### config.mk
export PLATFORM = sky130hd
export DESIGN_NAME = emu_pio_bridge_flat
export DESIGN_NICKNAME = d
export VERILOG_FILES = /design/src/rtl/emu_pio_bridge_if.sv /design/src/rtl/emu_pio_bridge.sv /design/src/flat_wrapper.sv
export SDC_FILE = /design/constraint.sdc
export NUM_CORES = 1
export LEC_CHECK = 0
export CAP_MARGIN = 20
export CORE_MARGIN = 2
export CORE_UTILIZATION = 31
export DETAILED_ROUTE_END_ITERATION = 6
export GPL_TIMING_DRIVEN = 1
export SYNTH_ARGS = -nofsm -noshare
export SYNTH_HDL_FRONTEND = slang
export SYNTH_SLANG_ARGS = --single-unit
### constraint.sdc
create_clock -name clk_emu -period 2.25 [get_ports clk_emu]
set_clock_uncertainty 0.2 [all_clocks]
set_input_delay 0.45 -clock clk_emu [delete_from_list [all_inputs] [get_ports clk_emu]]
set_output_delay 0.45 -clock clk_emu [all_outputs]
set_load 0.01 [all_outputs]
### src/rtl/emu_pio_bridge_if.sv
// rtl/emu_pio_bridge_if.sv - host-side parallel port bundle for emu_pio_bridge
//
// Groups the 8-bit host port of the co-emulation bridge.
//   Data_In  : host write data            (master -> slave)
//   Addr     : host byte address          (master -> slave)
//   wr_emu   : write strobe, async level  (master -> slave)
//   load_emu : commit-stimulus command    (master -> slave)
//   step_emu : DUT clock-burst command    (master -> slave)
//   get_emu  : capture command            (master -> slave)
//   Data_Out : registered read data       (slave -> master)
interface emu_pio_bridge_if #(
    parameter int ADDR_W = 8
);
    logic [7:0]        Data_In;
    logic [7:0]        Data_Out;
    logic [ADDR_W-1:0] Addr;
    logic              wr_emu;
    logic              load_emu;
    logic              step_emu;
    logic              get_emu;

    modport master (
        output Data_In, Addr, wr_emu, load_emu, step_emu, get_emu,
        input  Data_Out
    );

    modport slave (
        input  Data_In, Addr, wr_emu, load_emu, step_emu, get_emu,
        output Data_Out
    );
endinterface

### src/rtl/emu_pio_bridge.sv
// rtl/emu_pio_bridge.sv - co-emulation bridge between an 8-bit host port and an in-FPGA DUT
//
// The host fills a shadow stimulus buffer, commits it to the DUT, fires a
// programmable burst of DUT clock pulses, captures the DUT output vector and
// reads it back byte by byte. All host strobes are asynchronous levels that
// are synchronised and acted on once per rising edge.
//
// Optional feature macro: EMU_CHECKSUM_EN (running XOR checksum of captures).
//
// Ports:
//   clk_emu  : emulation clock, sole clock of the block
//   rst_n    : asynchronous active-low reset
//   host     : emu_pio_bridge_if.slave (Data_In, Data_Out, Addr, strobes)
//   dut_stim : stimulus to the DUT, byte 0 in the MSBs
//   dut_vect : DUT outputs, byte 0 in the MSBs
//   clk_dut  : generated DUT clock, registered
//   clk_LED  : copy of clk_dut
//   busy     : high while the FSM is not IDLE
//
// Host address map:
//   write 0..N_STIM-1 : shadow stimulus bytes
//   write N_STIM      : burst length step_cnt
//   write N_STIM+1    : clear sticky overrun
//   write N_STIM+2    : clear checksum (EMU_CHECKSUM_EN only)
//   read  0..N_VECT-1 : captured bytes
//   read  N_VECT      : {busy, overrun, 6'b0}
//   read  N_VECT+1    : checksum (EMU_CHECKSUM_EN only, else 8'h00)
module emu_pio_bridge #(
    parameter int N_STIM   = 4,
    parameter int N_VECT   = 3,
    parameter int ADDR_W   = 8,
    parameter int HALF_PER = 1
) (
    input  logic                clk_emu,
    input  logic                rst_n,
    emu_pio_bridge_if.slave     host,
    output logic [8*N_STIM-1:0] dut_stim,
    input  logic [8*N_VECT-1:0] dut_vect,
    output logic                clk_dut,
    output logic                clk_LED,
    output logic                busy
);

    localparam int HW = (HALF_PER > 1) ? $clog2(HALF_PER) : 1;
    localparam logic [HW-1:0]     HALF_LAST = HW'(HALF_PER - 1);
    localparam logic [ADDR_W-1:0] A_STEP    = ADDR_W'(N_STIM);
    localparam logic [ADDR_W-1:0] A_OVCLR   = ADDR_W'(N_STIM + 1);
    localparam logic [ADDR_W-1:0] A_STAT    = ADDR_W'(N_VECT);
`ifdef EMU_CHECKSUM_EN
    localparam logic [ADDR_W-1:0] A_CKCLR   = ADDR_W'(N_STIM + 2);
    localparam logic [ADDR_W-1:0] A_CKRD    = ADDR_W'(N_VECT + 1);
`endif

    typedef enum logic [2:0] {
        S_IDLE   = 3'd0,
        S_LOAD   = 3'd1,
        S_CLK_HI = 3'd2,
        S_CLK_LO = 3'd3,
        S_CAPT   = 3'd4
    } state_t;

    state_t               state_q;
    logic [8*N_STIM-1:0]  shadow_q;
    logic [8*N_STIM-1:0]  stim_q;
    logic [8*N_VECT-1:0]  capt_q;
    logic [7:0]           step_cnt_q;
    logic [7:0]           remain_q;
    logic [HW-1:0]        half_q;
    logic                 clk_dut_q;
    logic                 overrun_q;
    logic [7:0]           data_out_q;
    logic [7:0]           rd_data_d;
    logic                 drop_d;

    // Strobe order in the vectors below: {load, step, get, wr}.
    logic [3:0] pin_d;
    logic [3:0] sync1_q;
    logic [3:0] sync2_q;
    logic [3:0] edge_q;
    logic [3:0] rise_d;

    assign pin_d = {host.load_emu, host.step_emu, host.get_emu, host.wr_emu};

    always_ff @(posedge clk_emu or negedge rst_n) begin
        if (!rst_n) begin
            sync1_q <= 4'b0;
            sync2_q <= 4'b0;
            edge_q  <= 4'b0;
        end else begin
            sync1_q <= pin_d;
            sync2_q <= sync1_q;
            edge_q  <= sync2_q;
        end
    end

    assign rise_d = sync2_q & ~edge_q;

`ifdef EMU_CHECKSUM_EN
    logic [7:0] cksum_q;
    logic [7:0] vect_xor_d;

    always_comb begin
        vect_xor_d = 8'h00;
        for (int k = 0; k < N_VECT; k++) begin
            vect_xor_d = vect_xor_d ^ dut_vect[8*k +: 8];
        end
    end
`endif

    // Edges that lose arbitration, or any command arriving while busy,
    // are discarded and flagged through the sticky overrun bit.
    always_comb begin
        drop_d = 1'b0;
        if (state_q == S_IDLE) begin
            if (rise_d[3])      drop_d = |rise_d[2:0];
            else if (rise_d[2]) drop_d = |rise_d[1:0];
            else if (rise_d[1]) drop_d = rise_d[0];
        end else begin
            drop_d = |rise_d[3:1];
        end
    end

    // Transfers into dut_stim and the capture buffer happen on the edge that
    // enters LOAD/CAPT, so the new data is already in place during the
    // single busy cycle those states occupy.
    always_ff @(posedge clk_emu or negedge rst_n) begin
        if (!rst_n) begin
            state_q    <= S_IDLE;
            shadow_q   <= '0;
            stim_q     <= '0;
            capt_q     <= '0;
            step_cnt_q <= 8'd1;
            remain_q   <= 8'd0;
            half_q     <= '0;
            clk_dut_q  <= 1'b0;
            overrun_q  <= 1'b0;
`ifdef EMU_CHECKSUM_EN
            cksum_q    <= 8'h00;
`endif
        end else begin
            case (state_q)
                S_IDLE: begin
                    if (rise_d[3]) begin
                        stim_q  <= shadow_q;
                        state_q <= S_LOAD;
                    end else if (rise_d[2]) begin
                        if (step_cnt_q != 8'd0) begin
                            remain_q  <= step_cnt_q;
                            half_q    <= '0;
                            clk_dut_q <= 1'b1;
                            state_q   <= S_CLK_HI;
                        end
                    end else if (rise_d[1]) begin
                        capt_q  <= dut_vect;
`ifdef EMU_CHECKSUM_EN
                        cksum_q <= cksum_q ^ vect_xor_d;
`endif
                        state_q <= S_CAPT;
                    end else if (rise_d[0]) begin
                        for (int k = 0; k < N_STIM; k++) begin
                            if (host.Addr == ADDR_W'(k)) begin
                                shadow_q[8*(N_STIM-1-k) +: 8] <= host.Data_In;
                            end
                        end
                        if (host.Addr == A_STEP)  step_cnt_q <= host.Data_In;
                        if (host.Addr == A_OVCLR) overrun_q  <= 1'b0;
`ifdef EMU_CHECKSUM_EN
                        if (host.Addr == A_CKCLR) cksum_q    <= 8'h00;
`endif
                    end
                end
                S_LOAD: begin
                    state_q <= S_IDLE;
                end
                S_CAPT: begin
                    state_q <= S_IDLE;
                end
                S_CLK_HI: begin
                    if (half_q == HALF_LAST) begin
                        half_q    <= '0;
                        clk_dut_q <= 1'b0;
                        state_q   <= S_CLK_LO;
                    end else begin
                        half_q <= half_q + 1'b1;
                    end
                end
                S_CLK_LO: begin
                    if (half_q == HALF_LAST) begin
                        half_q   <= '0;
                        remain_q <= remain_q - 8'd1;
                        if (remain_q == 8'd1) begin
                            state_q <= S_IDLE;
                        end else begin
                            clk_dut_q <= 1'b1;
                            state_q   <= S_CLK_HI;
                        end
                    end else begin
                        half_q <= half_q + 1'b1;
                    end
                end
                default: begin
                    clk_dut_q <= 1'b0;
                    state_q   <= S_IDLE;
                end
            endcase

            if (drop_d) overrun_q <= 1'b1;
        end
    end

    always_comb begin
        rd_data_d = 8'h00;
        for (int k = 0; k < N_VECT; k++) begin
            if (host.Addr == ADDR_W'(k)) begin
                rd_data_d = capt_q[8*(N_VECT-1-k) +: 8];
            end
        end
        if (host.Addr == A_STAT) rd_data_d = {busy, overrun_q, 6'b0};
`ifdef EMU_CHECKSUM_EN
        if (host.Addr == A_CKRD) rd_data_d = cksum_q;
`endif
    end

    always_ff @(posedge clk_emu or negedge rst_n) begin
        if (!rst_n) begin
            data_out_q <= 8'h00;
        end else begin
            data_out_q <= rd_data_d;
        end
    end

    assign host.Data_Out = data_out_q;
    assign dut_stim      = stim_q;
    assign clk_dut       = clk_dut_q;
    assign clk_LED       = clk_dut_q;
    assign busy          = (state_q != S_IDLE);

endmodule

### src/flat_wrapper.sv
// flat-port wrapper written by rule: the top's interface ports become plain ports
module emu_pio_bridge_flat 
#(
    parameter int N_STIM   = 4,
    parameter int N_VECT   = 3,
    parameter int ADDR_W   = 8,
    parameter int HALF_PER = 1
)
  (clk_emu, rst_n, dut_stim, dut_vect, clk_dut, clk_LED, busy, host_Data_In, host_Addr, host_wr_emu, host_load_emu, host_step_emu, host_get_emu, host_Data_Out);
  emu_pio_bridge_if #(.ADDR_W(ADDR_W)) host_i ();
  input  logic clk_emu;
  input  logic rst_n;
  output logic [8*N_STIM-1:0] dut_stim;
  input  logic [8*N_VECT-1:0] dut_vect;
  output logic clk_dut;
  output logic clk_LED;
  output logic busy;
  input wire logic [$bits(host_i.Data_In)-1:0] host_Data_In;
  input wire logic [$bits(host_i.Addr)-1:0] host_Addr;
  input wire logic [$bits(host_i.wr_emu)-1:0] host_wr_emu;
  input wire logic [$bits(host_i.load_emu)-1:0] host_load_emu;
  input wire logic [$bits(host_i.step_emu)-1:0] host_step_emu;
  input wire logic [$bits(host_i.get_emu)-1:0] host_get_emu;
  output wire logic [$bits(host_i.Data_Out)-1:0] host_Data_Out;
  assign host_i.Data_In = host_Data_In;
  assign host_i.Addr = host_Addr;
  assign host_i.wr_emu = host_wr_emu;
  assign host_i.load_emu = host_load_emu;
  assign host_i.step_emu = host_step_emu;
  assign host_i.get_emu = host_get_emu;
  assign host_Data_Out = host_i.Data_Out;
  emu_pio_bridge #(.N_STIM(N_STIM), .N_VECT(N_VECT), .ADDR_W(ADDR_W), .HALF_PER(HALF_PER)) u_core (.clk_emu(clk_emu), .rst_n(rst_n), .host(host_i), .dut_stim(dut_stim), .dut_vect(dut_vect), .clk_dut(clk_dut), .clk_LED(clk_LED), .busy(busy));
endmodule
Yosys cells after proc, flatten, opt, wreduce, memory -nomap -nowiden
Cells that the tools add are included.

Memories: 0. Word-level logic and storage cells: 111. Bits in latches: 0. Input port bits: 46. Bits in read-only memories: 0. RAM bits: 0. Flip-flop bits (word level): 130. Output and inout port bits: 43.

Equality and inequality tests: 21. Reduce and logical (&&, ||, !) cells: 26. Add/sub/neg operators: 2. $lt $le $gt $ge: 0. $mul: 0. Bitwise operators: 6. Shift-type cells: 0. Divide/modulo/power cells: 0. Mux-type cells: 40.

Operators by type and width (number): $mux 8 (8); $reduce_and 6->1 (6); $mux 1 (21); $mux 3 (6); $eq 8x1->1 const B (2); $eq 8x2->1 const B (2); $eq 8x3->1 const B (2); $pmux 8 s2 (1); $reduce_and 4->1 (3); $ne 2x2->1 const B (5); $reduce_bool 2->1 (5); $pmux 3 s3 (1); $logic_not 8->1 (1); $ne 2x1->1 const B (4); $reduce_bool 8->1 (1); $sub 8x1->8 const B (1); $reduce_and 7->1 (1); $eq 3x2->1 const B (2); $reduce_or 2->1 (3); $reduce_or 3->1 (2); $reduce_and 5->1 (1); $and 4x4->4 (1); $ne 4x1->1 const B (1); $ne 4x3->1 const B (1); 11 further kinds (14).

Longest topological paths before layout
Gate-level depths: netlist of the first run.

Depth after elaboration: 8. Gate-level depth with buffers: 6. Depth with buffers taken out: 6.

Least setup slack after synthesis of the first run
Ideal clock, no wire load.

Path type: in2reg. Start: input port host_Addr[5]. End: register u_core.shadow_q[10]. Arrival: 1.888 ns. Path buffers: 1. Setup time: 0.125 ns. Data required time: 1.925 ns. Path slack: 0.037 ns. Stages on the path: 5. Cell sequence: nor4_4 nand2_2 buf_6 nor4_4 mux2_2.

Cells in the longest elaborated chain, start to end: 2.

RTL lines: from (decl) (RTL line flat_wrapper.sv:19) `input wire logic [$bits(host_i.Addr)-1:0] host_Addr;`; $eq 8x2->1 (RTL line emu_pio_bridge.sv:161) `if (host.Addr == ADDR_W'(k)) begin`; $reduce_and 6->1 (no source line); to (signal, indexed assignment) (RTL line emu_pio_bridge.sv:162) `shadow_q[8*(N_STIM-1-k) +: 8] <= host.Data_In;`; to (decl) (RTL line emu_pio_bridge.sv:63) `logic [8*N_STIM-1:0] shadow_q;`.

Every way passes these cells. A chain may end at the register's enable or synchronous reset.

Worst setup path in the final report of the first run
Start: input port host_Addr[5]. End: register u_core.shadow_q[3].

Same word-level chain as after synthesis.

==> metrics.txt, run 1 <==
hold path depth 0; worst reg-to-reg setup slack 0.13 ns; Num CTS Buffers 17; status completed; clock transition at the registers of the reported paths around 0.060 ns; syn_area_per_cell 14.60 µm²; Clock Path Buffers 2; fin nets between 500 and 600; num rows 47; Layout area overhead 36.18%; Async SR Flop Fraction 1.000; first-pass GRT wire length 19500 µm; most frequent cells in the layout dfrtp_1, clkdlybuf4s50_1, mux2_2; crit share post-route 0.9727; global route overflow 0; Tmin final 2.189 ns; Power Dens Cells 884.8 mW/mm²; worst slack, placed -0.5188 ns; final setup TNS 0 ns; die height 135.1 µm; ys flop type dfrtp_1; Top Ports 89; crit end category register; Die Span X 135.1 µm; H-tree depth 4; Sink Count 129; layout cells sized above 1 0.3406; DR iter-0 viols 178; Worst R2R Path Depth 5; Routed Antenna Nets 0; detailed-route DRC error count 0; WL/cell between 15 and 20 µm; FMAX between 400 and 500 MHz; distinct cell type count after synthesis 45; number of flops mapped to enable cells by yosys 0; Syn. warnings 0; Setup crit start kind input pin; Initial Utilization 0.3191; Vias 3354; DRT Pass-1 Iters 4; WS Path Type in -> reg; Max Slew Vio Count 0; maximum vdd drop 475.5 µV; min-delay src u_core.sync1_q[0]; synthesis-stage register bit count 129; Root Driver clkbuf_16; Hold Path Class reg -> reg; Synth Net Count 413; Final setup viols 0; Vias per Instance between 4 and 5; Buffers on Ports 88; Arrival @ worst endpoint between 2 and 2.5 ns; total of max-cap violations 0; Skew-Pair Late Insertion Delay 0.41 ns; TritonCTS clock tree built; worst r2r src u_core.state_q[2]; Worst slew margin 0.6831; CP startpoint host_Addr[5]; fillers 1538; CORE AREA 0.01670 mm²; initial antenna violation count 0; ant diodes 0; Worst Path Required 2.35 ns; Final Hold Fails 0; Slew @ Worst Pin 0.4753 ns; crit path to u_core.shadow_q[3]; Setup WS post-layout 0.06134 ns; most common library cell in the layout ignoring fill and taps dfrtp_1; routability congestion estimate roughly 0.82; GRT Total Usage 0.1407; Pleak 3.388 nW; largest net degree at the start of global routing 53; Mapped Area 0.005329 mm²; dpl hpwl 8300 µm; die area ~0.018 mm²; worst flop-to-flop path endpoint u_core.capt_q[18]; number of global-route vias before repair 3650; Total Wirelength 11900 µm; proportion of synthesized chip area in sequential cells 0.6060; synthesized instance count 365; Max FO, Critical Path 8
[cells in the mapped netlist (all sizes together), types with 2 or more instances]
master	count	area, µm²
nor4	5	91.34
nand2	6	25.03
dfrtp	128	3203
nand4	2	18.77
or4	3	22.52
nand3	10	50.05
mux2i	6	60.06
ha	2	25.02
o211ai	4	30.03
mux2	96	1152
a21oi	13	65.06
or3	2	12.51
a211oi	2	15.01
inv	4	15.01
buf	13	82.57
nand2b	6	37.54
nor3	7	40.04
nor2b	7	43.79
o21ai	7	35.03
clkbuf	2	7.510
and3b	2	17.52
mux4	2	45.04
nor2	22	82.58
nand3b	3	22.52
[critical path, stage by stage]
cell and delay, ns:
clkdlybuf4s50_1 0.45, nor4_4 0.40, nand2_4 0.16, nor4_4 0.31
buf_6 0.17, mux2_2 0.34
[stage by stage]
stage                     area (µm²)    util  hold slack (ns)  instances  power, mW
after floorplan                 5329       -         -0.04559        365      3.530
after global placement          6640  0.3976           0.1406        686      3.844
after detailed placement        6640  0.3976           0.1396        686      3.898
after CTS                       7239  0.4335           0.1524        720      6.499
after global routing            7257  0.4345           0.1610        722      6.756
final                           7257  0.4345           0.1475        722      6.421
[power breakdown]
part / leakage, nW / switching [mW] / internal (mW)
clock: 0.268 / 1.00 / 1.55
sequential: 1.68 / 0.223 / 2.65
combinational: 1.45 / 0.395 / 0.602
total: 3.39 / 1.62 / 4.80
[per-layer routing]
metal / routed length (µm) / share of wire / track usage / vias up
li1: - / - / - / 1570
met1: 5290 / 0.44 / 0.1756 / 1714
met2: 6081 / 0.51 / 0.2338 / 56
met3: 318 / 0.027 / 0.03866 / 14
met4: 210 / 0.018 / 0.05324 / 0
met5: 0 / 0 / 0 / -
[area by class of cell]
| type | count | area [µm²] | share of cell area |
|---|---|---|---|
| Clock buffer | 21 | 450.4 | 0.06207 |
| Clock inverter | 11 | 107.6 | 0.01483 |
| Inverter | 4 | 15.01 | 0.002069 |
| Multi-Input combinational cell | 217 | 2011 | 0.2771 |
| Sequential cell | 129 | 3229 | 0.4450 |
| Tap cell | 220 | 275.3 | 0.03793 |
| Timing Repair Buffer | 120 | 1169 | 0.1610 |
[cells by family (layout without fill, tap and decap cells)]
group                      count (synthesis)  after routing  synth area share
AOI/OAI and AO/OA                         32             32           0.03780
adders and majority gates                  2              2          0.004695
buffers and inverters                     19            156           0.01972
DFF                                      129            129            0.6060
muxes                                    104            104            0.2360
and+or+nand+nor                           79             79           0.09580
[sequential cells by signal, summed over array words and instances, names as in the netlist, 4 cells and up]
signal                count
u_core.shadow_q          32
u_core.step_cnt_q         8
u_core.edge_q             4
u_core.host.Data_Out      8
u_core.sync2_q            4
u_core.remain_q           8
u_core.sync1_q            4
u_core.dut_stim          32
u_core.capt_q            24
[worst min-delay path by stage]
stage / to / slack, ns
6_report: u_core.sync2_q[0] / 0.15
5_1_grt: u_core.sync2_q[0] / 0.16
4_1_cts: u_core.sync2_q[0] / 0.15
3_5_place_dp: u_core.sync2_q[0] / 0.14
3_3_place_gp: u_core.sync2_q[1] / 0.14
2_1_floorplan: u_core.capt_q[0] / -0.05
[timing repair]
item | 4_1_cts | 5_1_grt
endpoints found under the setup margin | 27 | 25
setup buffers | 1 | 2
hold endpoints to repair | 17 | 0
gates resized for setup | 7 | 3
hold buffers | 1 | 0
pin swaps | 3 | 4
Note: power is estimated with default switching activity, not from simulation.
==> run 2, diff against run 1 <==
RECOVER_POWER = 50   (was unset)
==> metrics.txt, run 2 (synthesis gave the netlist of run 1 again) <==
initial antenna violation count 0 (unchanged); DR iter-0 viols 191 (was 178); crit share post-route 0.9725 (was 0.9727); DRT Pass-1 Iters 5 (was 4); Setup crit start kind input pin (unchanged); maximum vdd drop 475.8 µV (was 475.5 µV); Hold Path Class reg -> reg (unchanged); placed insts 686 (unchanged); Final Core Density 0.4323 (was 0.4345); Vias 3362 (was 3354); detailed-route DRC error count 0 (unchanged); Num CTS Buffers 17 (unchanged); crit-path cells clkdlybuf4s50_1, nor4_4, nand2_4, buf_4, nor4_4, buf_6, mux2_2 (was clkdlybuf4s50_1, nor4_4, nand2_4, nor4_4, buf_6, mux2_2); Skew-Pair Late Insertion Delay 0.41 ns (about the same); FMAX 457.0 MHz (was 456.9 MHz); die area 0.01825 mm² (unchanged); Switching Share 0.2521 (was 0.2520); num rows 47 (unchanged); total of max-cap violations 0 (unchanged); sequential power share 0.448 (was 0.447); Power Dens Cells 888.3 mW/mm² (was 884.8 mW/mm²); max incr delay on CP 0.45 ns (about the same); CORE AREA 0.01670 mm² (unchanged); most frequent cells in the layout dfrtp_1, clkdlybuf4s50_1, mux2_2 (unchanged); Int Pwr 4.796 mW (was 4.803 mW); WS Path Type in -> reg (unchanged); Die Span X 135.1 µm (unchanged); crit end category register (unchanged); die height 135.1 µm (unchanged); Vias per Instance 4.657 (was 4.645); WL/cell 16.44 µm (was 16.48 µm); Worst Path Required 2.34 ns (was 2.35 ns); Sink Count 129 (unchanged); number of global-route vias before repair 3650 (unchanged); global route overflow 0 (unchanged); fin cells 722 (unchanged); Slew @ Worst Pin 0.7035 ns (was 0.4753 ns); Worst slew margin 0.5310 (was 0.6831); CP delay by family, top buffers and inverters (was simple AND/OR/NAND/NOR gates); TritonCTS clock tree built (unchanged); Layout area overhead 35.48% (was 36.18%); fin nets 537 (unchanged); Top cell by count, worst path nor4_4 (unchanged); Critical-path top delay cell clkdlybuf4s50_1 (unchanged); Max FO, Critical Path 8 (unchanged); layout cells sized above 1 0.3367 (was 0.3406); Arrival @ worst endpoint 2.28 ns (was 2.29 ns); most common library cell in the layout ignoring fill and taps dfrtp_1 (unchanged); routability congestion estimate 0.8160 (unchanged); dpl hpwl 8300 µm (unchanged); clock transition at the registers of the reported paths 0.05 ns (was 0.06 ns); GRT Total Usage 0.1407 (unchanged); Root Driver clkbuf_16 (unchanged); Clock Path Buffers 2 (unchanged); Top Ports 89 (unchanged); status completed (unchanged); final setup TNS 0 ns (unchanged); Buffers on Ports 88 (unchanged); Final Hold Fails 0 (unchanged); Tmin final 2.188 ns (was 2.189 ns); Comb power frac 0.154 (was 0.155); Routed Antenna Nets 0 (unchanged); Max Slew Vio Count 0 (unchanged); ant diodes 0 (unchanged); Pleak 3.369 nW (was 3.388 nW); first-pass GRT wire length 19500 µm (unchanged); Final setup viols 0 (unchanged); H-tree depth 4 (unchanged); clock power share 0.398 (about the same); Switch Pwr 1.617 mW (was 1.618 mW); Total Wirelength 11870 µm (was 11900 µm); largest net degree at the start of global routing 53 (unchanged); Initial Utilization 0.3191 (unchanged); Worst Path Buf+Inv 3 (was 2)
==> run 2: final timing paths <==
| kind | startpoint | endpoint | slack, ns | depth (start not counted) |
|---|---|---|---|---|
| setup reg to reg | u_core.state_q[2] | u_core.capt_q[18] | 0.13 | 5 |
| setup / recovery | host_Addr[5] | u_core.shadow_q[14] | 0.06 | 7 |
| hold / removal | u_core.sync1_q[0] | u_core.sync2_q[0] | 0.15 | 0 |
| max in group asynchronous | rst_n | u_core.dut_stim[20] | 0.57 | 3 |
| hold reg to reg | u_core.sync1_q[0] | u_core.sync2_q[0] | 0.15 | 0 |
| min in group asynchronous | rst_n | u_core.edge_q[0] | 0.27 | 2 |
==> run 2: worst register-to-register path: cells and delay by family, from the launching register on <==
kind	cells	cell delay, ns
multiplexers	1	0.32
buffers and inverters	2	0.26
flip-flops	1	0.41
AND/OR/NAND/NOR	2	0.80
==> run 2: power by group through the flow <==
| stage | logic, mW | clock network [mW] | registers (mW) |
|---|---|---|---|
| 2_1_floorplan | 0.678 | 0 | 2.85 |
| 3_3_place_gp | 0.965 | 0 | 2.88 |
| 3_5_place_dp | 1.00 | 0 | 2.90 |
| 4_1_cts | 1.01 | 2.62 | 2.87 |
| 5_1_grt | 1.10 | 2.73 | 2.91 |
| 6_report | 0.990 | 2.55 | 2.87 |
==> run 2: per-stage QoR <==
stage | area [µm²] | setup slack (ns) | hold WS (ns) | total power [mW]
finish | 7219 | 0.06191 | 0.1475 | 6.413
global placement | 6640 | -0.4615 | 0.1406 | 3.844
floorplan | 5329 | 0.03672 | -0.04559 | 3.530
global route | 7219 | -0.01488 | 0.1610 | 6.749
CTS | 7239 | 0.002145 | 0.1524 | 6.499
detailed placement | 6640 | -0.5188 | 0.1396 | 3.898
==> run 2: repair_timing <==
item / 4_1_cts / 5_1_grt
resized for setup: 7 / 3
cloned: 0 / 0
endpoints found under the setup margin: 27 / 25
pin swaps: 3 / 4
buffers inserted: 1 / 2
hold endpoints to repair: 17 / 0
hold buffers: 1 / 0
==> run 2: layout make-up <==
class,instances,area (µm²)
clock buffer,21,450.4
clock inverter,11,107.6
fill,1544,9482
inverter,4,15.01
multi-input combinational,217,2011
sequential,129,3229
tap,220,275.3
timing repair buffer,120,1131
==> run 2: per-layer routing <==
layer | share of wire | up-vias | routed length, µm | global-route usage
met4 | 0.019 | 0 | 226 | 0.05324
met1 | 0.44 | 1719 | 5244 | 0.1756
met2 | 0.51 | 57 | 6086 | 0.2338
met5 | 0 | - | 0 | 0
li1 | - | 1570 | - | -
met3 | 0.026 | 16 | 314 | 0.03866
